[src/rtl/intr_ctrl.sv]
// rtl/intr_ctrl.sv - fixed-priority interrupt controller feeding the CSR unit
// Synchronises the lines, latches edge events and strobes INT_TAKEN at an instruction boundary.
module intr_ctrl #(
  parameter int NUM_SRC = 4,
  parameter logic [NUM_SRC-1:0] EDGE_MASK = {NUM_SRC{1'b1}},
  localparam int ID_W = (NUM_SRC > 1) ? $clog2(NUM_SRC) : 1
) (
  input  logic               CLK,
  input  logic               RST,
  input  logic [NUM_SRC-1:0] INTR_IN,
  input  logic               CSR_MIE,
  input  logic               INSTR_DONE,
  input  logic               MRET,
  output logic               INT_TAKEN,
  output logic [ID_W-1:0]    INT_ID,
  output logic [NUM_SRC-1:0] PENDING,
  output logic               IN_SERVICE
);

  localparam logic [0:0] S_IDLE    = 1'b0;
  localparam logic [0:0] S_SERVICE = 1'b1;

  logic [0:0]         state;
  logic [NUM_SRC-1:0] s1, s2, s3;
  logic [NUM_SRC-1:0] rise;
  logic [NUM_SRC-1:0] pend_q;
  logic [NUM_SRC-1:0] win_oh;
  logic [NUM_SRC-1:0] take_oh;
  logic [ID_W-1:0]    win_id;

  assign rise = s2 & ~s3;

  // Level sources follow the synchronised line directly; only edge sources are latched.
  assign PENDING = (pend_q & EDGE_MASK) | (s2 & ~EDGE_MASK);

  // Scan from the top so the lowest set bit wins.
  always_comb begin
    win_id = '0;
    win_oh = '0;
    for (int i = NUM_SRC - 1; i >= 0; i--) begin
      if (PENDING[i]) begin
        win_id    = ID_W'(i);
        win_oh    = '0;
        win_oh[i] = 1'b1;
      end
    end
  end

  assign INT_TAKEN  = INSTR_DONE & CSR_MIE & (state == S_IDLE) & (|PENDING);
  assign INT_ID     = INT_TAKEN ? win_id : '0;
  assign take_oh    = INT_TAKEN ? win_oh : '0;
  assign IN_SERVICE = (state == S_SERVICE);

  always_ff @(posedge CLK) begin
    if (RST) begin
      s1     <= '0;
      s2     <= '0;
      s3     <= '0;
      pend_q <= '0;
      state  <= S_IDLE;
    end else begin
      s1 <= INTR_IN;
      s2 <= s1;
      s3 <= s2;
      // A rise arriving on the take edge survives the clear, so that event is not lost.
      pend_q <= ((pend_q & ~take_oh) | rise) & EDGE_MASK;
      case (state)
        S_IDLE:    if (INT_TAKEN) state <= S_SERVICE;
        S_SERVICE: if (MRET)      state <= S_IDLE;
        default:   state <= S_IDLE;
      endcase
    end
  end

endmodule

[config.mk]
export PLATFORM = sky130hd
export DESIGN_NAME = intr_ctrl
export DESIGN_NICKNAME = d
export VERILOG_FILES = /design/src/rtl/intr_ctrl.sv
export SDC_FILE = /design/constraint.sdc
export NUM_CORES = 1
export LEC_CHECK = 0
export BUFFER_PORTS_ARGS = -buffer_cell sky130_fd_sc_hd__buf_2
export CAP_MARGIN = 20
export CORE_AREA = 2 2 39 41
export DETAILED_ROUTE_END_ITERATION = 10
export DIE_AREA = 0 0 41 43
export MAX_ROUTING_LAYER = met4
export PLACE_DENSITY = 0.67
export SLEW_MARGIN = 0
export SYNTH_ARGS = -nofsm -noshare
export SYNTH_HDL_FRONTEND = slang
export SYNTH_SLANG_ARGS = --single-unit
[constraint.sdc]
create_clock -name CLK -period 2.7 [get_ports CLK]
set_input_delay 0.27 -clock CLK [delete_from_list [all_inputs] [get_ports CLK]]
set_output_delay 0.27 -clock CLK [all_outputs]
set_load 0.02 [all_outputs]
==> impl_metrics.csv, run 1 <==
group,metric,value,unit
cells_and_area,drive_gt1_share,27.78,%
synthesis,ys_ff_latch,17,
clocking,cts_made_buffers,3,
synthesis,synth_cells,53,
global_route,grt_pass1_wl,1138,um
drt,wl_per_cell,9.227,um
pwr,p_sw,96.81,uW
floorplanning,fp.dieArea,0.001763,mm2
critical_path,critPathRequiredTime,2.43,ns
clocking,cts_tree,"built",
synthesis,syn_area_per_cell,10.58,um2
synthesis,synth_area_leader_cell,"dfxtp_1",
critical_path,critPathMaxFanout,7,
pwr,seqPwrFrac,61.4,%
placement,portBuffers,16,
drt,wl,812,um
critical_path,start_kind,"register",
timing,clock_skew,0.002271,ns
timing,fin_setup_tns,0,ns
synthesis,yosys-top-cells-area,"dfxtp_1 (61%), nor2b_1 (15%), a21oi_1 (3.6%)",
placement,dp_hpwl,574.7,um
timing,rsz0062_at_grt,"false",
global_route,grt_max_degree,17,
critical_path,cp_cell_sequence,"nand3b_4 > nor4_1 > buf_2",
floorplanning,dieHeight,43,um
timing,slew_headroom,81.92,%
pwr,p_clk_share,29.3,%
pwr,ir_drop,294.8,uV
pwr,pwr-share-comb,9.3,%
drt,drc,0,
drt,antenna_left,0,
synthesis,synthDistinctLibCells,15,
cells_and_area,multi_input_area,200.2,um2
placement,place.gp.congestion,0.5540,
critical_path,path_class,"register to primary output",
global_route,grt_use_total,10.28,%
synthesis,synth_top_cell_area_share,60.71,%
synthesis,ys_seq_area_share,60.71,%
clocking,htree_levels,1,
timing,finalMaxSlewViolations,0,
clocking,clockBufferDepth,2,
cells_and_area,num-fill-cells,138,
clocking,clkLatencyLatePin,0.28,ns
drt,dr.pass1.iters,2,
drt,vias_per_cell,4.568,
clocking,postCtsHoldBufs,0,
critical_path,crit_path_max_incr_delay,0.32,ns
synthesis,synth_nets,62,
floorplanning,ios,17,
global_route,grt_pass1_vias,304,
cells_and_area,final_util,49.28,%
floorplanning,die_w,41,um
timing,hold_viol_final,0,
pwr,leakagePower,0.3148,nW
timing,finalSetupViolCount,0,
critical_path,worst_path_dominant_cell_family,"simple AND/OR/NAND/NOR gates",
cells_and_area,insertedDiodeCount,0,
pwr,netSwitchingFraction,22.32,%
clocking,cts.reportedPaths.clkPinSlew,0.09,ns
global_route,grt-ovfl-total,0,
min_path,hp-start,"INTR_IN[0]",
critical_path,cp_num_buf_inv,1,
critical_path,timing.rr.start,"IN_SERVICE",
status,outcome,"finished clean",
flow_run,maxCapViolCount,0,
floorplanning,rows,14,
floorplanning,start_util,40.51,%
timing,period_share,54.80,%
min_path,hp-class,"primary input to register",
cells_and_area,area_growth,21.65,%
synthesis,syn-cell-area,560.5,um2
clocking,root_buffer,"clkbuf_4",
floorplanning,core-area,0.001384,mm2
clocking,clock_sinks,17,
drt,vias,402,
drt,drt_iter0_markers,2,
critical_path,startpoint,"IN_SERVICE",
critical_path,worst_setup_path_end_kind,"primary output",
timing,min_period,1.480,ns
synthesis,ys.warnings.count,0,
pwr,total_power,433.6,uW
critical_path,cp_slowest_cell,"dfxtp_1",
timing,max_freq,675.9,MHz
timing,worstMarginPinSlew,0.2713,ns
clocking,cts_setup_buffers,0,
pwr,p_int,336.8,uW
critical_path,cp.arrival,1.21,ns
pwr,cellPowerDensity,635.9,mW/mm2
cells_and_area,finalNetCount,82,
clocking,cts_resized,0,
global_route,antenna_found_initial,0,
cells_and_area,seqCellArea,340.3,um2
-- per-layer routing --
| metal | part of all wire (%) | vias to the layer above | GRT usage, % |
|---|---|---|---|
| met4 | 0 | 0 | 8.000 |
| met5 | 0 | - | - |
| li1 | - | 210 | - |
| met2 | 45 | 17 | 14.37 |
| met1 | 44 | 175 | 10.60 |
| met3 | 11 | 0 | 4.712 |
-- state kept, by name, indices dropped and copies added (netlist names) --
name	flops
IN_SERVICE	1
s1	4
s3	4
s2	4
PENDING	4
-- area by class of cell --
| type | instances | area share [%] |
|---|---|---|
| multi-input combinational | 31 | 29.36 |
| timing repair buffer | 16 | 11.74 |
| clock buffer | 4 | 3.853 |
| sequential | 17 | 49.91 |
| tap | 16 | 2.936 |
| inverter | 4 | 2.202 |
-- Yosys cell counts --
cell type,count
o21ai_0,1
nand2b_1,2
nand3b_1,1
a21oi_1,4
nor2_1,3
o32ai_1,1
a32o_1,1
dfxtp_1,17
nand3b_4,1
inv_1,4
nor4_1,1
o21a_1,1
clkbuf_2,1
nor3_1,2
nor2b_1,13
-- placed cells by master (no fill, tap or decap), types with 2 or more instances in the layout --
cell / instances
nor2b_1: 13
inv_1: 4
nor3_1: 2
dfxtp_1: 17
buf_2: 16
nor2_1: 3
clkbuf_4: 3
nand2b_1: 2
a21oi_1: 4
-- power groups by stage --
stage               Sequential (mW)  Clock (mW)  Combinational, mW
detailed placement            0.272           0             0.0406
CTS                           0.267       0.134             0.0406
finish                        0.266       0.127             0.0403
global placement              0.272           0             0.0398
global route                  0.268       0.146             0.0442
floorplan                     0.276           0             0.0214
-- logic make-up after synthesis --
group | share of synthesized area (%)
flops | 60.71
compound gates | 9.152
simple gates | 26.56
buf+inv | 3.570
-- stage by stage --
step | std cells | instance area [um2] | hold slack, ns | setup WS, ns
2_1_floorplan | 53 | 560.5 | 0.3416 | 1.174
5_1_grt | 88 | 681.9 | 0.1792 | 1.086
3_3_place_gp | 84 | 655.6 | 0.3944 | 1.546
6_report | 88 | 681.9 | 0.1971 | 1.220
4_1_cts | 88 | 681.9 | 0.1836 | 1.200
3_5_place_dp | 84 | 655.6 | 0.4039 | 1.527
-- worst paths after layout --
| kind | slack [ns] | cells after the start | to |
|---|---|---|---|
| worst min-delay path | 0.20 | 2 | s1[0] |
| worst max-delay path | 1.22 | 3 | INT_ID[1] |
| worst max register to register | 1.65 | 3 | PENDING[3] |
| worst min register to register | 0.41 | 1 | PENDING[2] |
Note: power is estimated with default switching activity, not from simulation.
==> inputs of run 2 (changes only) <==
==> constraint.sdc (replaced) <==
create_clock -name CLK -period 1.5 [get_ports CLK]
set_input_delay 0.15 -clock CLK [delete_from_list [all_inputs] [get_ports CLK]]
set_output_delay 0.15 -clock CLK [all_outputs]
set_load 0.02 [all_outputs]
==> run 2 against run 1 <==
Non-clock buffer count unchanged. Register-to-register slack got worse by 1.2 ns. Clock-buffer cell count unchanged. Global-route usage shrank 0.51 points.
==> impl_metrics.csv, run 2 (synthesis gave the netlist of run 1 again) <==
group,metric,value,unit
status,outcome,"finished clean",
critical_path,cp_slowest_cell,"dfxtp_1",
placement,place.gp.congestion,0.5176,
clocking,cts_made_buffers,3,
timing,worstMarginPinSlew,0.2533,ns
cells_and_area,most-common-layout-cells,"dfxtp_1 (17), buf_2 (16), nor2b_1 (13), a21oi_1 (4), inv_1 (4)",
cells_and_area,final_cells,88,
drt,dr.pass1.iters,2,
global_route,antenna_found_initial,0,
critical_path,worst_path_dominant_cell_family,"simple AND/OR/NAND/NOR gates",
timing,hold_viol_final,0,
clocking,clkLatencyLatePin,0.28,ns
drt,drt_iter0_markers,1,
clocking,clockBufferDepth,2,
cells_and_area,final_util,49.28,%
timing,hold_ws,0.06998,ns
critical_path,cp_cell_sequence,"nand3b_4 > nor4_1 > buf_2",
floorplanning,core-area,0.001384,mm2
clocking,cts.reportedPaths.clkPinSlew,0.09,ns
cells_and_area,area_growth,21.65,%
global_route,grt_use_total,9.771,%
cells_and_area,drive_gt1_share,27.78,%
timing,fin_setup_tns,0,ns
critical_path,cp_num_buf_inv,1,
clocking,clock_sinks,17,
drt,drc,0,
timing,finalSetupViolCount,0,
critical_path,crit_path_max_incr_delay,0.32,ns
drt,antenna_left,0,
global_route,grt_pass1_wl,1069,um
timing,rsz0062_at_grt,"false",
critical_path,path_class,"register to primary output",
global_route,grt-ovfl-total,0,
global_route,grt_pass1_vias,282,
critical_path,cp.arrival,1.21,ns
placement,portBuffers,16,
clocking,cts_resized,0,
clocking,postCtsHoldBufs,0,
floorplanning,ios,17,
timing,setup_ws,0.1411,ns
placement,dp.cells,84,
drt,wl_per_cell,8.898,um
floorplanning,die_w,41,um
pwr,cellPowerDensity,1144,mW/mm2
placement,dp_slack,0.4490,ns
cells_and_area,fin_area,681.9,um2
drt,vias_per_cell,4.523,
pwr,total_power,780.0,uW
placement,dpl_cell_area,655.6,um2
floorplanning,start_util,40.51,%
pwr,p_clk_share,29.4,%
floorplanning,rows,14,
timing,finalMaxSlewViolations,0,
min_path,hp-class,"primary input to register",
pwr,pwr-share-comb,9.2,%
pwr,p_sw,173.6,uW
drt,wl,783,um
critical_path,critPathMaxFanout,7,
critical_path,critPathRequiredTime,1.35,ns
timing,clock_skew,0.0006767,ns
pwr,p_int,606.4,uW
critical_path,worst_setup_path_end_kind,"primary output",
timing,slew_headroom,83.11,%
cells_and_area,num-fill-cells,130,
critical_path,reg2regPathDepth,3,
flow_run,maxCapViolCount,0,
timing,min_period,1.359,ns
drt,vias,398,
clocking,root_buffer,"clkbuf_4",
pwr,netSwitchingFraction,22.25,%
global_route,grt_max_degree,17,
critical_path,start_kind,"register",
timing,period_share,90.59,%
pwr,seqPwrFrac,61.5,%
clocking,cts_tree,"built",
clocking,htree_levels,1,
clocking,cts_setup_buffers,0,
pwr,leakagePower,0.3148,nW
floorplanning,dieHeight,43,um
cells_and_area,final_common_cell,"dfxtp_1",
pwr,ir_drop,432.7,uV
min_path,hold_path_depth,2,
timing,max_freq,735.9,MHz
critical_path,worst-path-stages,3,
cells_and_area,finalNetCount,82,
cells_and_area,insertedDiodeCount,0,
floorplanning,fp.dieArea,0.001763,mm2
-- run 2: cell counts in the layout (fill, tap and decap cells not counted) --
Identical to the previous run, type by type.
-- run 2: worst paths after layout --
path	start	to	slack (ns)
setup reg to reg	IN_SERVICE	PENDING[3]	0.47
setup / recovery	IN_SERVICE	INT_ID[1]	0.14
hold reg to reg	s3[2]	PENDING[2]	0.41
hold / removal	INTR_IN[3]	s1[3]	0.07
-- run 2: worst register-to-register path, delay by kind of cell (launching register included) --
kind | cells | cell delay [ns]
compound gates | 1 | 0.25
simple gates | 2 | 0.36
flops | 1 | 0.32
-- run 2: metal layers --
layer | up-vias | track usage (%) | wire length, um
li1 | 209 | - | -
met1 | 172 | 10.63 | 341
met2 | 17 | 12.81 | 360
met3 | 0 | 3.141 | 82
met4 | 0 | 10.00 | 0
met5 | - | - | 0
-- run 2: power groups by stage --
stage                     combinational (mW)  clock [mW]  sequential [mW]
after global routing                  0.0790       0.261            0.482
after CTS                             0.0728       0.247            0.480
after floorplan                       0.0385           0            0.497
after detailed placement              0.0727           0            0.490
final                                 0.0715       0.229            0.479
after global placement                0.0714           0            0.489
-- run 2: area by class of cell --
cell class | count | area (um2) | area share, %
well taps | 16 | 20.02 | 2.936
multi-input cells | 31 | 200.2 | 29.36
clock buffers | 4 | 26.28 | 3.853
flip-flops and latches | 17 | 340.3 | 49.91
repair buffers | 16 | 80.08 | 11.74
inverters | 4 | 15.01 | 2.202
